--- src/rtl/ram_loader_if.sv ---
// Bus bundle between the UART byte source, the boot loader and the RAM write port.
// Also carries the loader's FSM state out for observation.
interface ram_loader_if;
  // RX_VALID is a one-cycle strobe with no ready/backpressure: whenever it is
  // high, RX_DATA is consumed on that rising edge. LOAD is a one-cycle write
  // strobe qualifying ADDRESS/DATA_IN; the RAM must take it unconditionally.
  logic [7:0]  RX_DATA;
  logic        RX_VALID;
  logic        LOAD;
  logic [15:0] ADDRESS;
  logic [15:0] DATA_IN;
  logic        HOLD;
  logic        DONE;
  logic        ERROR;
  logic [2:0]  fsm_state;

  modport master (
    input  RX_DATA, RX_VALID,
    output LOAD, ADDRESS, DATA_IN, HOLD, DONE, ERROR, fsm_state
  );

  modport slave (
    output RX_DATA, RX_VALID,
    input  LOAD, ADDRESS, DATA_IN, HOLD, DONE, ERROR, fsm_state
  );
endinterface

--- src/rtl/ram_loader.sv ---
// Serial boot loader: parses SYNC/ADDR/CNT/DATA.../CHK frames from a byte stream
// and issues RAM write strobes, stalling the CPU for the duration of a frame.
module ram_loader #(
  parameter logic [7:0]  SYNC_BYTE      = 8'hA5,
  parameter int unsigned TIMEOUT_CYCLES = 1000000
) (
  input  logic         CLK,
  input  logic         RESET,
  ram_loader_if.master bus
);

  localparam int GW = (TIMEOUT_CYCLES > 2) ? $clog2(TIMEOUT_CYCLES) : 1;
  localparam logic [GW-1:0] GAP_LAST = GW'(TIMEOUT_CYCLES - 1);

  typedef enum logic [2:0] {
    S_IDLE    = 3'd0,
    S_ADDR_HI = 3'd1,
    S_ADDR_LO = 3'd2,
    S_CNT_HI  = 3'd3,
    S_CNT_LO  = 3'd4,
    S_DATA_HI = 3'd5,
    S_DATA_LO = 3'd6,
    S_CHECK   = 3'd7
  } state_t;

  state_t          state;
  state_t          state_next;

  logic [15:0]     wr_ptr;
  logic [15:0]     count;
  logic [7:0]      data_hi;
  logic [7:0]      csum;
  logic [GW-1:0]   gap;

  logic            load_q;
  logic [15:0]     addr_q;
  logic [15:0]     data_q;
  logic            hold_q;
  logic            done_q;
  logic            error_q;

  logic            accept;
  logic            expired;
  logic [7:0]      csum_sum;
  logic            write_word;
  logic            frame_ok;
  logic            frame_bad;

  assign accept   = bus.RX_VALID;
  assign csum_sum = csum + bus.RX_DATA;
  // A byte arriving on the expiry cycle takes priority over the timeout.
  assign expired  = (state != S_IDLE) && !bus.RX_VALID && (gap == GAP_LAST);

  always_ff @(posedge CLK) begin
    if (RESET) begin
      state <= S_IDLE;
    end else begin
      state <= state_next;
    end
  end

  always_comb begin
    state_next = state;
    write_word = 1'b0;
    frame_ok   = 1'b0;
    frame_bad  = 1'b0;
    if (expired) begin
      state_next = S_IDLE;
      frame_bad  = 1'b1;
    end else if (accept) begin
      case (state)
        S_IDLE: begin
          if (bus.RX_DATA == SYNC_BYTE) state_next = S_ADDR_HI;
        end
        S_ADDR_HI: state_next = S_ADDR_LO;
        S_ADDR_LO: state_next = S_CNT_HI;
        S_CNT_HI:  state_next = S_CNT_LO;
        S_CNT_LO: begin
          if ({count[15:8], bus.RX_DATA} == 16'h0000) state_next = S_CHECK;
          else                                        state_next = S_DATA_HI;
        end
        S_DATA_HI: state_next = S_DATA_LO;
        S_DATA_LO: begin
          write_word = 1'b1;
          if (count == 16'd1) state_next = S_CHECK;
          else                state_next = S_DATA_HI;
        end
        S_CHECK: begin
          state_next = S_IDLE;
          if (csum_sum == 8'h00) frame_ok  = 1'b1;
          else                   frame_bad = 1'b1;
        end
        default: state_next = S_IDLE;
      endcase
    end
  end

  always_ff @(posedge CLK) begin
    if (RESET) begin
      wr_ptr  <= 16'h0000;
      count   <= 16'h0000;
      data_hi <= 8'h00;
      csum    <= 8'h00;
      gap     <= '0;
      load_q  <= 1'b0;
      addr_q  <= 16'h0000;
      data_q  <= 16'h0000;
      hold_q  <= 1'b0;
      done_q  <= 1'b0;
      error_q <= 1'b0;
    end else begin
      load_q  <= write_word;
      done_q  <= frame_ok;
      error_q <= frame_bad;
      hold_q  <= (state_next != S_IDLE);

      if (accept || state_next == S_IDLE) gap <= '0;
      else                                gap <= gap + GW'(1);

      if (accept) begin
        case (state)
          S_IDLE: begin
            if (bus.RX_DATA == SYNC_BYTE) csum <= 8'h00;
          end
          S_ADDR_HI: begin
            wr_ptr[15:8] <= bus.RX_DATA;
            csum         <= csum_sum;
          end
          S_ADDR_LO: begin
            wr_ptr[7:0] <= bus.RX_DATA;
            csum        <= csum_sum;
          end
          S_CNT_HI: begin
            count[15:8] <= bus.RX_DATA;
            csum        <= csum_sum;
          end
          S_CNT_LO: begin
            count[7:0] <= bus.RX_DATA;
            csum       <= csum_sum;
          end
          S_DATA_HI: begin
            data_hi <= bus.RX_DATA;
            csum    <= csum_sum;
          end
          S_DATA_LO: begin
            addr_q <= wr_ptr;
            data_q <= {data_hi, bus.RX_DATA};
            wr_ptr <= wr_ptr + 16'd1;
            count  <= count - 16'd1;
            csum   <= csum_sum;
          end
          S_CHECK: csum <= csum_sum;
          default: csum <= csum;
        endcase
      end
    end
  end

  assign bus.LOAD      = load_q;
  assign bus.ADDRESS   = addr_q;
  assign bus.DATA_IN   = data_q;
  assign bus.HOLD      = hold_q;
  assign bus.DONE      = done_q;
  assign bus.ERROR     = error_q;
  assign bus.fsm_state = state;

endmodule
--- src/flat_wrapper.sv ---
// flat-port wrapper written by rule: the top's interface ports become plain ports
module ram_loader_flat 
#(
  parameter logic [7:0]  SYNC_BYTE      = 8'hA5,
  parameter int unsigned TIMEOUT_CYCLES = 1000000
)
  (CLK, RESET, bus_RX_DATA, bus_RX_VALID, bus_LOAD, bus_ADDRESS, bus_DATA_IN, bus_HOLD, bus_DONE, bus_ERROR, bus_fsm_state);
  ram_loader_if bus_i ();
  input  logic CLK;
  input  logic RESET;
  input wire logic [$bits(bus_i.RX_DATA)-1:0] bus_RX_DATA;
  input wire logic [$bits(bus_i.RX_VALID)-1:0] bus_RX_VALID;
  output wire logic [$bits(bus_i.LOAD)-1:0] bus_LOAD;
  output wire logic [$bits(bus_i.ADDRESS)-1:0] bus_ADDRESS;
  output wire logic [$bits(bus_i.DATA_IN)-1:0] bus_DATA_IN;
  output wire logic [$bits(bus_i.HOLD)-1:0] bus_HOLD;
  output wire logic [$bits(bus_i.DONE)-1:0] bus_DONE;
  output wire logic [$bits(bus_i.ERROR)-1:0] bus_ERROR;
  output wire logic [$bits(bus_i.fsm_state)-1:0] bus_fsm_state;
  assign bus_i.RX_DATA = bus_RX_DATA;
  assign bus_i.RX_VALID = bus_RX_VALID;
  assign bus_LOAD = bus_i.LOAD;
  assign bus_ADDRESS = bus_i.ADDRESS;
  assign bus_DATA_IN = bus_i.DATA_IN;
  assign bus_HOLD = bus_i.HOLD;
  assign bus_DONE = bus_i.DONE;
  assign bus_ERROR = bus_i.ERROR;
  assign bus_fsm_state = bus_i.fsm_state;
  ram_loader #(.SYNC_BYTE(SYNC_BYTE), .TIMEOUT_CYCLES(TIMEOUT_CYCLES)) u_core (.CLK(CLK), .RESET(RESET), .bus(bus_i));
endmodule
--- config.mk ---
export PLATFORM = sky130hd
export DESIGN_NAME = ram_loader_flat
export DESIGN_NICKNAME = d
export VERILOG_FILES = /design/src/rtl/ram_loader_if.sv /design/src/rtl/ram_loader.sv /design/src/flat_wrapper.sv
export SDC_FILE = /design/constraint.sdc
export NUM_CORES = 1
export LEC_CHECK = 0
export ABC_CLOCK_PERIOD_IN_PS = 2700
export CORE_MARGIN = 2
export CORE_UTILIZATION = 57
export CTS_CLUSTER_SIZE = 16
export DETAILED_ROUTE_END_ITERATION = 10
export PLACE_DENSITY = 0.8
export SYNTH_ARGS = -nofsm -noshare
export SYNTH_HDL_FRONTEND = slang
export SYNTH_SLANG_ARGS = --single-unit
--- constraint.sdc ---
create_clock -name CLK -period 2.7 [get_ports CLK]
set_clock_uncertainty 0.05 [all_clocks]
set_input_delay 0.405 -clock CLK [delete_from_list [all_inputs] [get_ports CLK]]
set_output_delay 0.405 -clock CLK [all_outputs]
set_load 0.05 [all_outputs]
==> results of run 1 <==
## cell families after synthesis
family                     count (synthesis)  synth area share [%]
DFF                                      107                 40.74
AOI/OAI and AO/OA                        169                 19.16
and+or+nand+nor                          314                 28.44
buffers and inverters                     54                 4.474
muxes                                      1                0.1904
adders and majority gates                 12                 2.999
xor gates and xnor gates                  24                 3.998
## metrics by stage
step / hold WS [ps] / std cells / utilization, % / power (mW)
6_report: 407.1 / 843 / 67.01 / 2.713
2_1_floorplan: 375.9 / 681 / - / 1.675
3_5_place_dp: 395.9 / 827 / 64.79 / 1.739
5_1_grt: 429.8 / 843 / 67.01 / 2.806
4_1_cts: 408.9 / 843 / 67.01 / 2.728
3_3_place_gp: 391.2 / 827 / 64.79 / 1.737
## worst max-delay path: stages
cell and delay, ps:
sky130_fd_sc_hd__clkdlybuf4s50_1 500, sky130_fd_sc_hd__ha_1 280, sky130_fd_sc_hd__buf_4 140, sky130_fd_sc_hd__a211oi_1 460, sky130_fd_sc_hd__o21ba_2 250, sky130_fd_sc_hd__o221ai_1 120
sky130_fd_sc_hd__a211oi_1 290, sky130_fd_sc_hd__nor4b_1 280
## flip-flops by register name, indices dropped and copies added, names as in the netlist
name                  count
u_core.wr_ptr            16
u_core.data_hi            8
u_core.count             16
u_core.bus.LOAD           1
u_core.bus.DATA_IN       16
u_core.bus.DONE           1
u_core.bus.HOLD           1
u_core.bus.ERROR          1
u_core.gap               20
u_core.bus.fsm_state      3
u_core.bus.ADDRESS       16
u_core.csum               8
## cell type report
cell class	instances	area [um2]	area share [%]
clock buffers	11	141.4	2.317
clock inverters	5	60.06	0.9840
inverters	12	45.04	0.7380
multi-input cells	520	2880	47.19
flip-flops and latches	107	2142	35.10
well taps	111	138.9	2.276
repair buffers	77	695.7	11.40
## Yosys cell counts (all sizes together), types with 4 or more instances
library cell,number
o21ai,29
buf,16
and4,5
and2,7
nor4b,4
a211oi,9
xnor2,15
or3,5
xor2,9
dfxtp,107
nand2,124
a31oi,6
a21oi,84
nand4,10
a22oi,7
nor4,13
o31ai,5
nor3,21
ha,11
inv,12
a21o,6
nor2,73
and3,6
clkbuf,26
or4,4
nand3,20
nor2b,6
nand2b,4
## power groups by stage
stage / sequential (mW) / combinational (mW) / clock [mW]
after floorplan: 1.61 / 0.0604 / 0
after global placement: 1.61 / 0.122 / 0
after detailed placement: 1.61 / 0.125 / 0
after CTS: 1.58 / 0.125 / 1.03
after global routing: 1.58 / 0.137 / 1.09
final: 1.58 / 0.128 / 1.01
## how the worst max path moves through the flow
stage	slack (ps)	to	cells past startpoint	start
global placement	-20	u_core.bus.ERROR	9	bus_RX_DATA[0]
global route	90	u_core.bus.DONE	8	bus_RX_DATA[0]
detailed placement	-90	u_core.bus.ERROR	9	bus_RX_DATA[0]
floorplan	630	u_core.data_hi[0]	6	u_core.bus.fsm_state[2]
CTS	280	u_core.bus.DONE	8	bus_RX_DATA[0]
finish	220	u_core.bus.DONE	8	bus_RX_DATA[0]
## metal layers
| metal | vias up | GRT usage [%] |
|---|---|---|
| met5 | - | 0 |
| met4 | 0 | 12.54 |
| met3 | 39 | 4.944 |
| met2 | 169 | 46.57 |
| met1 | 2420 | 35.69 |
| li1 | 2490 | - |
==> flow_summary_export.csv, run 1 <==
group,metric,value,unit
place,pre_cts_slack,-91.51,ps
timing,max_slew.worst_pin.slew,628.6,ps
finish,flow.area_growth_from_synthesis,16.09,%
global_routing,antenna_found_initial,0,
drt,routed-wl-met2,6378,um
drt,finalWirelength,13490,um
critical_path,startpoint_type,"input port",
finish,drive_above_1_share,7.514,%
clock_network,ctsLongestPathBuffers,2,
logic_synthesis,postSynthCellCount,681,
clock_network,cts-resized-gates,0,
pwr,power_density,444.5,nW/um2
drt,wl_met3,746,um
timing,clock.fmax,402.9,MHz
timing,final.min_clock_period,2482,ps
global_routing,grt_pass1_wl,22600,um
clock_network,cts_hold_repair.buffers,0,
pwr,cellLeakagePower,2.048,nW
job,max-cap-violations,0,
hold_path,hold_path_end,"u_core.bus.ADDRESS[3]",
pwr,cell_internal_pwr,2.083,mW
drt,via_per_inst,6.071,
drt,dr_total_vias,5118,
finish,layout.filler_cells,766,
pwr,vdd_drop_max,0.2704,mV
logic_synthesis,postSynthRegisterBits,107,
drt,top_signal_layer_used,"met4",
clock_network,post-cts-setup-buffers,0,
clock_network,clkLatencyLatePin,380,ps
pwr,power_frac_seq,58.2,%
drt,wl_met1,5888,um
global_routing,overall_fraction_of_global_route_tracks_in_use,28.00,%
logic_synthesis,synth_seq_area_share,40.74,%
global_routing,grt_start_max_net_pins,34,
logic_synthesis,asyncSetResetFlopFracSynth,0,%
logic_synthesis,postSynthNetCount,704,
timing,hold_violations,0,
logic_synthesis,ys_warn_count,0,
finish,final_design_area_no_fill,6103,um2
global_routing,overflow,0,
critical_path,timing.critical_path.to_type,"register",
clock_network,clkSlewWorstSetupHoldPaths,90,ps
timing,finalWorstSetupSlack,217.8,ps
timing,setup_violations,0,
pwr,power_frac_clock,37.1,%
place,port_buffers,49,
logic_synthesis,synthesis.area_per_instance,7.720,um2
floorplan,io_pins,50,
drt,drt.antenna.violating_nets,0,
floorplan,fp.dieW,100.0,um
timing,slew-limit-headroom,57.65,%
pwr,switching_power,630.4,uW
critical_path,r2r-start,"u_core.csum[0]",
logic_synthesis,yosysTopAreaCell,"sky130_fd_sc_hd__dfxtp_1",
place,routabilityCongestion,0.9147,
critical_path,critical_path_class,"in2reg",
critical_path,ff2ff_setup_slack,500,ps
drt,remaining_design_rule_violation_count,0,
timing,drv_slew,0,
timing,grt_setup_unrepaired,"no",
clock_network,cts_root_buffer,"sky130_fd_sc_hd__clkbuf_8",
clock_network,cts_made_buffers,9,
place,place.detailed.hpwl,9823,um
hold_path,timing.hold.worst.class,"reg2reg",
finish,insertedDiodeCount,0,
logic_synthesis,synth.area.top_cells,"sky130_fd_sc_hd__dfxtp_1, sky130_fd_sc_hd__nand2_1, sky130_fd_sc_hd__a21oi_1",
critical_path,worstPathArrival,2700,ps
hold_path,min_delay_path_depth,2,
logic_synthesis,ys_dominant_reg_cell,"sky130_fd_sc_hd__dfxtp_1",
timing,period_share,91.93,%
floorplan,fp-row-count,35,
drt,drt_pre_antenna_iters,4,
clock_network,numClockSinks,107,
critical_path,ff2ff_path_depth,7,
pwr,combinationalPowerShare,4.7,%
logic_synthesis,synth_top_area_share,40.74,%
logic_synthesis,mappedNetlistArea,5258,um2
hold_path,min_delay_src,"u_core.bus.ADDRESS[3]",
status,result_of_the_run,"complete, no violations",
critical_path,crit_required,2920,ps
drt,detailed_router_s_first_iteration_violation_count,389,
logic_synthesis,synth_cell_types,59,
finish,layout_commonest_cell,"sky130_fd_sc_hd__nand2_1",
finish,most-common-layout-cells,"sky130_fd_sc_hd__nand2_1, sky130_fd_sc_hd__dfxtp_1, sky130_fd_sc_hd__a21oi_1, sky130_fd_sc_hd__nor2_1, sky130_fd_sc_hd__clkdlybuf4s50_1",
floorplan,design.core.area,9109,um2
timing,setup_total_negative_slack,0,ps
place,dpl_cell_area,5902,um2
clock_network,cts_htree_levels,3,
clock_network,cts_tree,"done",
pwr,sw_ratio,23.24,%
floorplan,floorplan.die_area,10010,um2
logic_synthesis,synth_enable_flop_cells,0,
floorplan,die-height,100.0,um
finish,num-nets-final,750,
floorplan,floorplan.initialDensity,57.72,%
critical_path,crit_path_max_fanout,4,
critical_path,worst_r2r_end,"u_core.bus.DONE",
global_routing,via_count_of_the_first_global_routing_pass,4824,
drt,drt-wirelength-per-cell,16.00,um
No activity file was read; power rests on OpenSTA's default activity.
==> run 2: changes to the inputs <==
--- a/config.mk
+++ b/config.mk
@@ -5,7 +5,6 @@
 export SDC_FILE = /design/constraint.sdc
 export NUM_CORES = 1
 export LEC_CHECK = 0
-export ABC_CLOCK_PERIOD_IN_PS = 2700
 export CORE_MARGIN = 2
 export CORE_UTILIZATION = 57
 export CTS_CLUSTER_SIZE = 16
==> results of run 2 <==
Same layout as run 1: the final DEF is identical, and so are final timing and power.
